==> src/rtl/rr_pkg.sv <==
// Shared types and helpers for the round-robin requester bank.
package rr_pkg;

  typedef enum logic [1:0] {
    ST_IDLE = 2'd0,
    ST_REQ  = 2'd1,
    ST_OWN  = 2'd2
  } port_state_e;

  localparam int DEF_NUM_PORTS = 4;

  // True when the vector is all-zero or has exactly one bit set.
  function automatic bit onehot0(input logic [31:0] vec);
    return (vec & (vec - 32'd1)) == 32'd0;
  endfunction

endpackage

==> src/rtl/rr_req_port.sv <==
// One requesting client: job queue counter, REQ/OWN FSM and ownership hold counter.
module rr_req_port
  import rr_pkg::*;
#(
  parameter int CNT_W       = 4,
  parameter int HOLD_CYCLES = 3
) (
  input  logic        clk,
  input  logic        reset,
  input  logic        job_valid,
  input  logic        grant_ok,
  output logic        job_ready,
  output logic        request,
  output logic        busy,
  output logic        done,
  output port_state_e state
);

  localparam int HOLD_W = (HOLD_CYCLES > 1) ? $clog2(HOLD_CYCLES) : 1;
  localparam logic [HOLD_W-1:0] HOLD_LOAD = HOLD_W'(HOLD_CYCLES - 1);
  localparam logic [CNT_W-1:0]  CNT_MAX   = '1;

  port_state_e       state_q, state_d;
  logic [CNT_W-1:0]  pending_q, pending_d;
  logic [HOLD_W-1:0] hold_q, hold_d;
  logic              done_q, done_d;
  logic              acc, start;

  assign job_ready = (pending_q != CNT_MAX);
  assign acc       = job_valid & job_ready;
  // An empty idle port starts straight from the accepted job, bypassing the queue.
  assign start     = (state_q == ST_IDLE) & ((pending_q != '0) | acc);

  always_comb begin
    state_d   = state_q;
    hold_d    = hold_q;
    done_d    = 1'b0;
    pending_d = pending_q + {{(CNT_W-1){1'b0}}, acc} - {{(CNT_W-1){1'b0}}, start};
    case (state_q)
      ST_IDLE: begin
        if (start) state_d = ST_REQ;
      end
      ST_REQ: begin
        if (grant_ok) begin
          state_d = ST_OWN;
          hold_d  = HOLD_LOAD;
        end
      end
      ST_OWN: begin
        if (hold_q == '0) begin
          state_d = ST_IDLE;
          done_d  = 1'b1;
        end else begin
          hold_d = hold_q - 1'b1;
        end
      end
      default: state_d = ST_IDLE;
    endcase
  end

  always_ff @(posedge clk) begin
    if (reset) begin
      state_q   <= ST_IDLE;
      pending_q <= '0;
      hold_q    <= '0;
      done_q    <= 1'b0;
    end else begin
      state_q   <= state_d;
      pending_q <= pending_d;
      hold_q    <= hold_d;
      done_q    <= done_d;
    end
  end

  assign request = (state_q == ST_REQ);
  assign busy    = (state_q == ST_OWN);
  assign done    = done_q;
  assign state   = state_q;

endmodule

==> src/rtl/rr_requester_bank.sv <==
// Bank of round-robin requesters with grant qualification and sticky protocol-error flag.
module rr_requester_bank
  import rr_pkg::*;
#(
  parameter int NUM_PORTS   = DEF_NUM_PORTS,
  parameter int CNT_W       = 4,
  parameter int HOLD_CYCLES = 3
) (
  input  logic                 clk,
  input  logic                 reset,
  input  logic [NUM_PORTS-1:0] job_valid_i,
  output logic [NUM_PORTS-1:0] job_ready_o,
  input  logic [NUM_PORTS-1:0] grant_i,
  output logic [NUM_PORTS-1:0] request_o,
  output logic [NUM_PORTS-1:0] busy_o,
  output logic [NUM_PORTS-1:0] done_o,
  output logic                 err_o
);

  port_state_e          port_state [NUM_PORTS];
  logic [NUM_PORTS-1:0] in_req;
  logic [NUM_PORTS-1:0] grant_ok;
  logic                 gvalid;
  logic                 err_q;

  // A malformed grant vector is discarded entirely for that cycle.
  assign gvalid   = onehot0(32'(grant_i));
  assign grant_ok = gvalid ? grant_i : '0;

  for (genvar k = 0; k < NUM_PORTS; k++) begin : g_port
    assign in_req[k] = (port_state[k] == ST_REQ);

    rr_req_port #(
      .CNT_W       (CNT_W),
      .HOLD_CYCLES (HOLD_CYCLES)
    ) u_port (
      .clk       (clk),
      .reset     (reset),
      .job_valid (job_valid_i[k]),
      .grant_ok  (grant_ok[k]),
      .job_ready (job_ready_o[k]),
      .request   (request_o[k]),
      .busy      (busy_o[k]),
      .done      (done_o[k]),
      .state     (port_state[k])
    );
  end

  always_ff @(posedge clk) begin
    if (reset) begin
      err_q <= 1'b0;
    end else if (!gvalid || ((grant_i & ~in_req) != '0)) begin
      err_q <= 1'b1;
    end
  end

  assign err_o = err_q;

endmodule

==> config.mk <==
export PLATFORM = sky130hd
export DESIGN_NAME = rr_requester_bank
export DESIGN_NICKNAME = d
export VERILOG_FILES = /design/src/rtl/rr_pkg.sv /design/src/rtl/rr_req_port.sv /design/src/rtl/rr_requester_bank.sv
export SDC_FILE = /design/constraint.sdc
export NUM_CORES = 1
export LEC_CHECK = 0
export CAP_MARGIN = 20
export CORE_ASPECT_RATIO = 0.75
export CORE_MARGIN = 8
export CORE_UTILIZATION = 50
export DETAILED_ROUTE_END_ITERATION = 16
export MAX_ROUTING_LAYER = met4
export PLACE_DENSITY = 0.73
export SLEW_MARGIN = 10
export SYNTH_ARGS = -nofsm -noshare
export SYNTH_HDL_FRONTEND = slang
export SYNTH_SLANG_ARGS = --single-unit
==> constraint.sdc <==
create_clock -name clk -period 1.85 [get_ports clk]
set_input_delay 0.37 -clock clk [delete_from_list [all_inputs] [get_ports clk]]
set_output_delay 0.37 -clock clk [all_outputs]
set_load 0.02 [all_outputs]
Word level (Yosys, flattened, before mapping)
Index checks and enable logic that the tools add are counted.
Widths: inputs -> output; s select.
- flip-flop bits (word level): 37
- input port bits: 10
- output and inout bits: 17
- logic and storage cells: 138
- add/subtract/negate cells: 13
- eq/ne operators: 28
- multiplexer cells: 29
- bitwise operators: 19
- reduce and logical (&&, ||, !) cells: 32
- operators by type and width (cell ; number):
    $and 4x32->32 ; 1
    $logic_not 32->1 ; 1
    $mux 2 ; 16
    $ne 2x2->1 const B ; 12
    $pmux 2 s3 ; 4
    $reduce_and 3->1 ; 8
    $reduce_bool 4->1 ; 5
    $add 4x1->4 ; 4
    $logic_not 2->1 ; 8
    $ne 4x4->1 const B ; 4
    $pmux 2 s2 ; 4
    $sub 4x1->4 ; 4
    $and 1x1->1 ; 8
    $eq 2x1->1 const B ; 4
    $eq 2x2->1 const B ; 4
    $ne 2x1->1 const B ; 4
    $reduce_bool 2->1 ; 4
    $reduce_or 2->1 ; 4
    $sub 2x1->2 const B ; 4
    $sub 4x1->5 const B ; 1
    $and 4x4->4 ; 1
    $mux 1 ; 4
    $mux 4 ; 1
    $not 1->1 ; 4
    4 further kinds ; 7

Depth between registers and ports, before layout
- depth in word-level cells: 6
- depth in mapped cells: 11
- mapped depth without buffers: 11

Hierarchy
From an unflattened synthesis, not the netlist that was laid out.
- cell total of the unflattened synthesis: 243
- area total of the unflattened synthesis: 2149.6 um^2
- by module, submodules not included (module ; times used ; cells an instance ; area an instance (um^2) ; sequential area each (um^2)):
    rr_req_port ; 4 ; 57 ; 508.0 ; 180.2
    rr_requester_bank ; 1 ; 15 ; 117.6 ; 20.0

Worst setup path after synthesis
Ideal clock, no wire load.
- path type: register to register
- start point: reg g_port[2].u_port.pending_q[2]
- end point: reg g_port[2].u_port.pending_q[2]
- setup time: 0.128 ns
- arrival: 1.915 ns
- required time: 1.722 ns
- path slack: -0.192 ns
- stages on the path, launching flop included: 12
- path buffers: 0
- clock period less this slack: 2.042 ns
- path through: dfxtp_1 > inv_1 > ha_1 > nor4b_1 > nor3_1 > ha_1 > inv_1 > ha_1 > inv_1 > fa_1 > xor2_1 > nor2_1
- cells in the longest elaborated chain, start to end: 5
- elaborated cells on any way between the ends: 7
- those cells by class: add/sub: 2; eq/ne: 1; bitwise: 3; reduce/logical: 1
- RTL lines (what ; RTL line ; source):
    start: declaration ; rr_req_port.sv:24 ; logic [CNT_W-1:0] pending_q, pending_d;
    start signal: assignment ; rr_req_port.sv:69 ; pending_q <= pending_d;
    branches (longest 4 deep; another with $add 4x1->4) ; -- ;
    $sub 4x1->4 * ; rr_req_port.sv:38 ; pending_d = pending_q + {{(CNT_W-1){1'b0}}, acc} - {{(CNT_W-1){1'b0}}, start};
Every way passes the cells marked *.
A chain may end at the register's enable or synchronous reset.

Worst setup path in the final report
Same ends and word-level chain as after synthesis.

==> results by stage <==
GRT:
- The initial antenna violation count is 0.
- The number of global-route vias before repair is 1934.
- The global-route wire length before repair is 8510 um.
- The overall global routing resource usage is 16.0%.
- The maximum number of pins on one net before global-route repair is 38.
- The sum of overflow across all layers after global routing is 0.

Power:
- Summed over all nets, the switching power comes to 1700 uW.
- Summed over all cells, the static leakage comes to 0.00142 uW.
- In this run switching power makes up 35.6% of total power.
- The share of total power dissipated in the clock network is 15.4%.
- The peak ir drop on the vdd network is 0.937 mV.
- For this design the ratio of total power to cell area is 1460 nW/um^2.
- The combinational share of power is 60.6%.
- The relative contribution of sequential cells to total power is 23.9%.
- The internal power is 3070 uW.

Detailed routing:
- Across all layers, the routed design uses 1844 vias.
- The total iterations of the first detailed-routing run is 4.
- In the routed design, unresolved DRC markers number 0.
- The final layout contains routed wiring with a total length of 4920 um.
- In the routed layout, each cell is associated on average with a via count of 4.84.
- In the final routed layout, each cell accounts on average for 12.9 um.
- Once detail routing completed, the nets flagged for antenna violations numbered 0.
- The first-iteration detailed-routing DRC count is 59.

Logic synthesis:
- After synthesis, the largest area contributor takes up 33.4% of total cell area.
- Of all flip-flops after synthesis, the portion carrying an async set or reset was 0%.
- The post-synthesis register bit count is 37.
- Averaged over all synthesized cells, the footprint is 8.84 um^2.
- By count the netlist is led by inv_1 (44), dfxtp_1 (37), ha_1 (28).
- The Yosys warning count is 0.
- The leading register cell type out of synthesis is dfxtp_1.
- By instance count, the leading cell after synthesis is inv_1.
- The synthesized netlist net count is 293.
- The number of enable flip-flop cells after synthesis is 0.
- Summing every instance area after synthesis gives 2220 um^2.
- The number of different library cells in the post-synthesis netlist is 38.
- The cell count after synthesis came out at 251.
- The sequential share of the synthesized area is 33.4%.
- The largest total area in the synthesized netlist belongs to dfxtp_1.
- Sorting the synthesized cells by area gives the leading types as dfxtp_1 (33%), ha_1 (16%), inv_1 (7.4%), buf_4 (5.4%), nor2_1 (4.2%).

Critical path:
- The launch point of the critical path is g_port[2].u_port.pending_q[2].
- The startpoint of the worst register-to-register path is g_port[2].u_port.pending_q[2].
- The number of cells on the worst reg-to-reg path is 11.
- The worst register-to-register path ends at g_port[2].u_port.pending_q[2].
- STA classifies the critical path endpoint as a flip-flop.
- By startpoint and endpoint, the worst setup path is classified as flip-flop to flip-flop.
- The sort of element at the start of the critical path is a flip-flop.
- The data arrival time of the critical path is 2.22 ns.
- The worst endpoint required time is 2.03 ns.
- The maximum fanout along the worst path is 2.
- For flop-to-flop paths, the worst setup slack is -0.18 ns.

STA:
- Setup repair after global routing could not meet its margin everywhere.
- After layout, the worst setup slack is -0.185 ns.
- The minimum clock period after layout is 2.03 ns.
- The final setup skew is 0.00614 ns.
- The maximum clock rate is 491 MHz.
- Setup violations remaining at the end of the flow were counted as 11.
- The worst hold slack after final layout is 0.492 ns.
- The worst relative slew slack is 73.9%.
- For the pin with the worst max-slew slack, the measured transition is 0.381 ns.
- The final clock period utilization by the worst path is 110%.
- The count of final hold-check violations is 0.
- The final max-slew violation count is 0.

Run status:
- The checks that failed: setup timing.
- The run finished, with violations left.

Layout:
- The final cell utilization of the core is 74.6%.
- The layout-stage area growth over the synthesis result is 46.6%.
- In the final layout, the multi-input gates occupy 1450 um^2.
- The repair_antennas step left the layout with diodes totalling 0.
- The proportion of layout cells with a drive suffix above 1 is 40.7%.
- The layout has 325 filler cells.
- The register area is 751 um^2.
- The net count reported at finish is 365.

Hold path:
- Along the worst hold path, the cell count comes to 2.
- The class of the tightest hold or removal check is flip-flop to flip-flop.
- The worst hold path terminates at g_port[1].u_port.hold_q[1].
- The launch instance of the worst min-delay path is g_port[1].u_port.hold_q[1].

Clock tree:
- The clock tree from TritonCTS is built.
- The clock transition at the register clock pins on the worst setup and hold paths after CTS is 0.07 ns.
- Clock tree synthesis found a total of 37 sinks.
- The maximum clock insertion buffer count is 2.
- The clock latency on the worst-skew pair is 0.29 ns.
- The clock tree synthesis step divided the H-tree into 2 levels.
- The number of CTS-inserted buffers is 5.
- The tree is rooted in a clkbuf_8.

Job:
- The tool flagged a number of max-cap violations equal to 0.

Floorplanning:
- 27 I/O pins were placed.
- The floorplan has 21 rows.
- The effective utilization at floorplan is 50.9%.
- The total area inside the core boundary comes to 4360 um^2.
- The die is 92.9 um wide.
- The die outline area is 6850 um^2.
- Measured along the y axis, the die boundary spans 73.7 um.

Placed design:
- At the end of routability-driven placement, the weighted congestion stood at 0.792.
- The half-perimeter wire length after detailed placement is 3290 um.
- Port buffering added 26 buffers.
- The setup slack after placement is -0.638 ns.
layout make-up:
cell class	count	area share [%]
clock inverter	1	0.923
clock buffer	7	2.65
timing repair buffer	85	21.4
tap	57	2.19
inverter	44	5.23
multi-input combinational	150	44.5
sequential	37	23.1
routing by layer:
layer | global-route usage, % | vias to the layer above | wire (um)
met5 | - | - | 0
met4 | 5.69 | 0 | 71
met3 | 5.10 | 8 | 215
met2 | 26.7 | 27 | 2400
met1 | 17.8 | 853 | 2240
li1 | - | 956 | -
worst max-delay path: stages, from the launching register on:
cell	delay, ns
dfxtp_2	0.34
inv_2	0.05
ha_4	0.15
nor4b_4	0.12
nor3_2	0.15
ha_2	0.31
inv_2	0.07
ha_4	0.13
inv_2	0.04
fa_2	0.32
xor2_1	0.18
nor2_1	0.06
flip-flops by register name, indices dropped and copies added (netlist names):
register / flops
g_port.u_port.pending_q: 16
g_port.u_port.hold_q: 8
g_port.u_port.state: 8
g_port.u_port.done: 4
err_o: 1
power groups by stage:
stage / combinational (uW) / clock, uW / sequential, uW
2_1_floorplan: 1480 / 0 / 1150
3_3_place_gp: 2130 / 0 / 1130
3_5_place_dp: 2170 / 0 / 1130
4_1_cts: 2590 / 757 / 1130
5_1_grt: 3230 / 790 / 1160
6_report: 2890 / 734 / 1140
per-stage QoR:
stage / TNS (ns) / power, uW / instance area, um^2 / std cells
6_report: -1.15 / 4770 / 3250 / 381
5_1_grt: -2.14 / 5180 / 3250 / 381
4_1_cts: -1.73 / 4480 / 3160 / 377
3_5_place_dp: -7.49 / 3300 / 2850 / 357
3_3_place_gp: -7.03 / 3250 / 2850 / 357
2_1_floorplan: -1.25 / 2620 / 2330 / 251
cell usage in the layout (no fill, tap or decap), drive strengths merged, types with 2 or more instances in the layout:
cell type	count
and3b	2
dlygate4sd2	15
and2	5
a311oi	2
clkdlybuf4s50	10
nor4b	4
nor3	6
xnor2	5
ha	28
fa	4
dfxtp	37
a221oi	3
a21oi	17
inv	44
nor2b	14
and2b	2
o21ai	3
buf	59
nand3	6
xor2	3
nor2	25
a2111oi	3
nor3b	2
a21o	4
clkbuf	8
o22ai	2
a211oi	2
worst max path at each step:
stage	to
floorplan	g_port[2].u_port.pending_q[2]
global placement	g_port[3].u_port.pending_q[1]
detailed placement	g_port[3].u_port.pending_q[1]
CTS	g_port[3].u_port.pending_q[1]
global route	g_port[2].u_port.pending_q[2]
finish	g_port[2].u_port.pending_q[2]
cell families after synthesis:
kind of cell	count (synthesis)	share of synthesized area [%]
compound gates	39	11.6
xor+xnor	8	3.16
fa+ha+maj	32	19.4
buf+inv	64	14.3
flops	37	33.4
simple gates	71	18.2
what timing repair did:
action / 4_1_cts / 5_1_grt
endpoints found under the setup margin: 24 / 12
pin swaps: 34 / 18
resized for setup: 42 / 12
buffers inserted: 12 / 4
hold buffers: 0 / 0
Power figures use the tool's default switching activity.
==> RTL edit 1 (same flow settings) <==
Register the output `err_o` once more; this adds one clock of latency there. The other outputs are not delayed to match.
--- a/src/rtl/rr_requester_bank.sv
+++ b/src/rtl/rr_requester_bank.sv
@@ -54,7 +54,9 @@
     end
   end
 
-  assign err_o = err_q;
+  always_ff @(posedge clk) begin
+    err_o <= err_q;
+  end
 
 endmodule
 
Behaviour: not the same (a bounded check fails within 4 cycles, from zero or initial values and one cycle with reset high).
==> RTL edit 1 against the original RTL <==
Die area increased by 0.55%; synthesized area increased by 0.68%; sequential share of layout area increased by 0.57 points; cell count increased by 1.6%; the flow still finishes with violations (setup timing); highest routed layer unchanged; total power decreased by 4.9%; clock power decreased by 28%; largest cell class unchanged; wire length decreased by 1.5%; maximum frequency increased by 0.87%; sequential cell count increased by 1; non-clock buffer count increased by 6; clock skew decreased by 2.6 ps; setup slack improved by 18 ps; largest power group unchanged; cell area increased by 0.19%.
==> RTL edit 1: results <==
logic_synthesis:
  synth_common_cells: "44 x inv_1, 38 x dfxtp_1, 28 x ha_1, 25 x nor2_1, 17 x nor2b_1"
  synth.distinct_cells: 33
  yosysWarnings: 0
  synth_flop_cell: "dfxtp_1"
  synth_top_cells_by_area: "dfxtp_1 34%, ha_1 16%, inv_1 7.4%"
  ys_seq_area_share_pct: 34.0
  syn_nets: 294
placed_design:
  placed_area_sq_mm: 0.00292
  io_buffers: 26
  dp_hpwl_um: 3470
  place.gp.congestion: 0.798
  pre_cts_slack_ps: -604
route:
  num_vias: 1863
  drt_iter0_drc: 50
  detail_route.wl_per_cell_um: 12.5
power:
  leakagePower_nw: 1.44
  ir_drop_mv: 0.929
cells_and_area:
  fillers: 321
  layout-drive-gt1-share_pct: 40.3
  antenna_cells: 0
  largest_reg_flops: 16
  regMostFlops: "g_port.u_port.pending_q"
  fin_nets: 372
global_route:
  antenna_found_initial: 0
  grt_pass1_wl_um: 7990
  grt_start_max_net_pins: 24
  grt_pass1_vias: 1828
  grtUsageTotal_pct: 14.8
hold_path:
  holdCritStartpoint: "err_q"
clocking:
  clk_latency_ps: 280
  clk_pin_slew_ps: 70
  cts_buffers: 5
  clockRootBuffer: "clkbuf_8"
  clockBufferDepth: 2
sta:
  setup_violations: 12
  worst_slack_ps: -167
  worst_pin_slew_ps: 356
  fin_worst_skew_ps: 3.55
run_status:
  violations: "setup timing"
  run_status: "complete, but fails checks"
setup_path:
  crit_slowest_cell: "fa_2"
  max_stage_delay_ps: 550
  setup.worst_path.start: "g_port[1].u_port.pending_q[3]"
[RTL edit 1: through the flow]
step	TNS, ps	power [mW]	std cells
after floorplan	-1250	2.65	252
after global placement	-7340	3.34	362
after detailed placement	-8060	3.40	362
after CTS	-1870	4.33	378
after global routing	-2450	4.94	387
final	-1450	4.53	387
[RTL edit 1: power breakdown]
| group | internal [mW] | switching (mW) | leakage, nW | total (mW) |
|---|---|---|---|---|
| Clock | 0.260 | 0.272 | 0.0383 | 0.532 |
| Combinational | 1.60 | 1.22 | 1.09 | 2.83 |
| Sequential | 1.03 | 0.144 | 0.315 | 1.17 |
| Total | 2.89 | 1.64 | 1.44 | 4.53 |
[RTL edit 1: path summary, 6_finish.rpt]
check	slack, ps	endpoint	depth (start not counted)
hold / removal	350	err_o	0
setup / recovery	-170	g_port[1].u_port.pending_q[1]	9
setup reg to reg	-170	g_port[1].u_port.pending_q[1]	9
hold reg to reg	350	err_o	0
[RTL edit 1: critical path, delay by kind of cell, from the launching register on]
kind | cells | cell delay (ps)
adder cells (fa/ha/maj) | 4 | 1140
flip-flops | 1 | 330
buffers and inverters | 2 | 110
AND/OR/NAND/NOR | 3 | 390
[RTL edit 1: final cells by class]
type	count	area [sq um]	area share, %
multi-input cells	150	1420	43.6
inverters	44	165	5.07
clock buffers	7	76.3	2.34
well taps	57	71.3	2.19
flip-flops and latches	38	771	23.6
repair buffers	91	753	23.1
[RTL edit 1: cells by family after synthesis]
logic type | share of synthesized area (%)
compound gates | 11.9
xor+xnor | 3.14
flops | 34.0
simple gates | 18.3
fa+ha+maj | 19.3
buf+inv | 13.4
[RTL edit 1: timing repair]
action / CTS / global route
setup endpoints to repair: 24 / 12
gates resized for setup: 38 / 5
pin swaps: 31 / 16
setup buffers: 9 / 9
[RTL edit 1: per-layer routing]
| metal | track usage [%] | share of wire [%] | up-vias |
|---|---|---|---|
| li1 | - | - | 970 |
| met1 | 17.3 | 48 | 865 |
| met2 | 24.5 | 48 | 26 |
| met3 | 3.78 | 4.1 | 2 |
| met4 | 4.63 | 0.58 | 0 |
| met5 | - | 0 | - |
==> RTL edit 2 (same settings) <==
Without the edit above. `CNT_W` is set to 4 in 2 places; all go to 6.
--- a/src/rtl/rr_req_port.sv
+++ b/src/rtl/rr_req_port.sv
@@ -2,7 +2,7 @@
 module rr_req_port
   import rr_pkg::*;
 #(
-  parameter int CNT_W       = 4,
+  parameter int CNT_W       = 6,
   parameter int HOLD_CYCLES = 3
 ) (
   input  logic        clk,
--- a/src/rtl/rr_requester_bank.sv
+++ b/src/rtl/rr_requester_bank.sv
@@ -3,7 +3,7 @@
   import rr_pkg::*;
 #(
   parameter int NUM_PORTS   = DEF_NUM_PORTS,
-  parameter int CNT_W       = 4,
+  parameter int CNT_W       = 6,
   parameter int HOLD_CYCLES = 3
 ) (
   input  logic                 clk,
Formal check against the unedited RTL: no difference found for any inputs over 4 cycles, from zero or initial values and one cycle with reset high; that may be too few to reach the edited logic, so the function may still have changed.
==> RTL edit 2 against the original RTL <==
Non-clock buffer count rose by 25; combinational power is 53% higher; synthesized area up 34%; count of clock-buffer cells in the layout is the same; the run still ends with setup timing left; clock power up 9.0%; first-iteration DRC count grew 49%; highest routed layer unchanged; total power is 40% higher; via count increased by 45%; hold slack got worse by 11 ps; clock skew grew 1.2 ps; sequential cell count up 8; cell area increased by 33%; wire length rose by 54%; setup slack worse by 270 ps.
==> RTL edit 2: results <==
run_status:
  run_status: "complete, but fails checks"
  violations: "setup timing"
setup_path:
  timing.rr.end: "g_port[3].u_port.pending_q[4]"
  arrival_ps: 2490
  worstRegToRegCells: 14
  crit_fanout: 2
  critPathTopFamily: "adder cells"
  r2r-start: "g_port[3].u_port.pending_q[5]"
logic_synthesis:
  ys_seq_area_share_pct: 30.4
  synth.distinct_cells: 45
  syn_nets: 397
  synth_top_cells_by_area: "dfxtp_1 30%, ha_1 19%, inv_1 6.5%"
  synth_common_cells: "51 x inv_1, 45 x dfxtp_1, 44 x ha_1, 26 x nor2_1, 16 x buf_4"
  netlist_instances: 339
power:
  leakagePower_nw: 1.91
  ir_drop_mv: 1.03
clocking:
  clk_pin_slew_ps: 90
  cts_resized: 60
  cts_setup_buffers: 9
  clockRootBuffer: "clkbuf_8"
  cts_buffers: 5
cells_and_area:
  fillers: 412
  layout-drive-gt1-share_pct: 43.2
  largest_reg_flops: 24
  antenna_cells: 0
  regMostFlops: "g_port.u_port.pending_q"
placed_design:
  place.gp.congestion: 0.819
  dp_hpwl_um: 5070
  placed_area_sq_mm: 0.00388
  pre_cts_slack_ps: -792
  place_inst: 488
sta:
  fin_worst_skew_ps: 7.33
  worst_pin_slew_ps: 377
  setup_violations: 21
  setup_tns_ps: -5350
  worst_slack_ps: -457
global_route:
  grtUsageTotal_pct: 17.9
  use_met2_pct: 32.8
  grt_pass1_vias: 2789
  grt_pass1_wl_um: 12500
  grt_start_max_net_pins: 20
  globalRouteMet1Util_pct: 19.6
  grt_util_met3_pct: 3.10
route:
  num_vias: 2668
  detail_route.wl_per_cell_um: 14.8
  routed_wl_um: 7580
  routed-wl-met3_um: 183
  drt_iter0_drc: 88
  m1WireLength_um: 3360
  met2_length_um: 3900
[RTL edit 2: cell type report]
class	instances	area [sq um]	area share, %
Clock buffer	7	86.3	1.99
Clock inverter	1	30.0	0.694
Inverter	51	191	4.42
Multi-Input combinational cell	219	2120	49.0
Sequential cell	45	920	21.2
Tap cell	78	97.6	2.25
Timing Repair Buffer	110	881	20.4
[RTL edit 2: how the worst min path moves through the flow]
| stage | from | end | slack [ps] | cells after the start |
|---|---|---|---|---|
| CTS | g_port[3].u_port.hold_q[1] | g_port[3].u_port.hold_q[1] | 480 | 2 |
| global route | g_port[3].u_port.hold_q[1] | g_port[3].u_port.hold_q[1] | 520 | 2 |
| floorplan | g_port[2].u_port.hold_q[1] | g_port[2].u_port.hold_q[1] | 450 | 2 |
| finish | g_port[3].u_port.hold_q[1] | g_port[3].u_port.hold_q[1] | 480 | 2 |
| global placement | g_port[3].u_port.hold_q[1] | g_port[3].u_port.hold_q[1] | 460 | 2 |
| detailed placement | g_port[3].u_port.hold_q[1] | g_port[3].u_port.hold_q[1] | 470 | 2 |
[RTL edit 2: cell families (layout without fill, tap and decap cells)]
| group | after synthesis | after routing | synth area share [%] |
|---|---|---|---|
| mux | 2 | 2 | 0.675 |
| simple gates | 100 | 100 | 18.6 |
| xor+xnor | 13 | 13 | 3.84 |
| flops | 45 | 45 | 30.4 |
| compound gates | 55 | 55 | 12.9 |
| fa+ha+maj | 49 | 49 | 21.6 |
| buf+inv | 75 | 169 | 12.1 |
[RTL edit 2: where the power goes]
part	total, mW	internal (mW)	switching, mW	leakage (nW)
Combinational	4.42	2.37	2.05	1.48
Clock	0.800	0.441	0.359	0.0585
Sequential	1.44	1.26	0.184	0.375
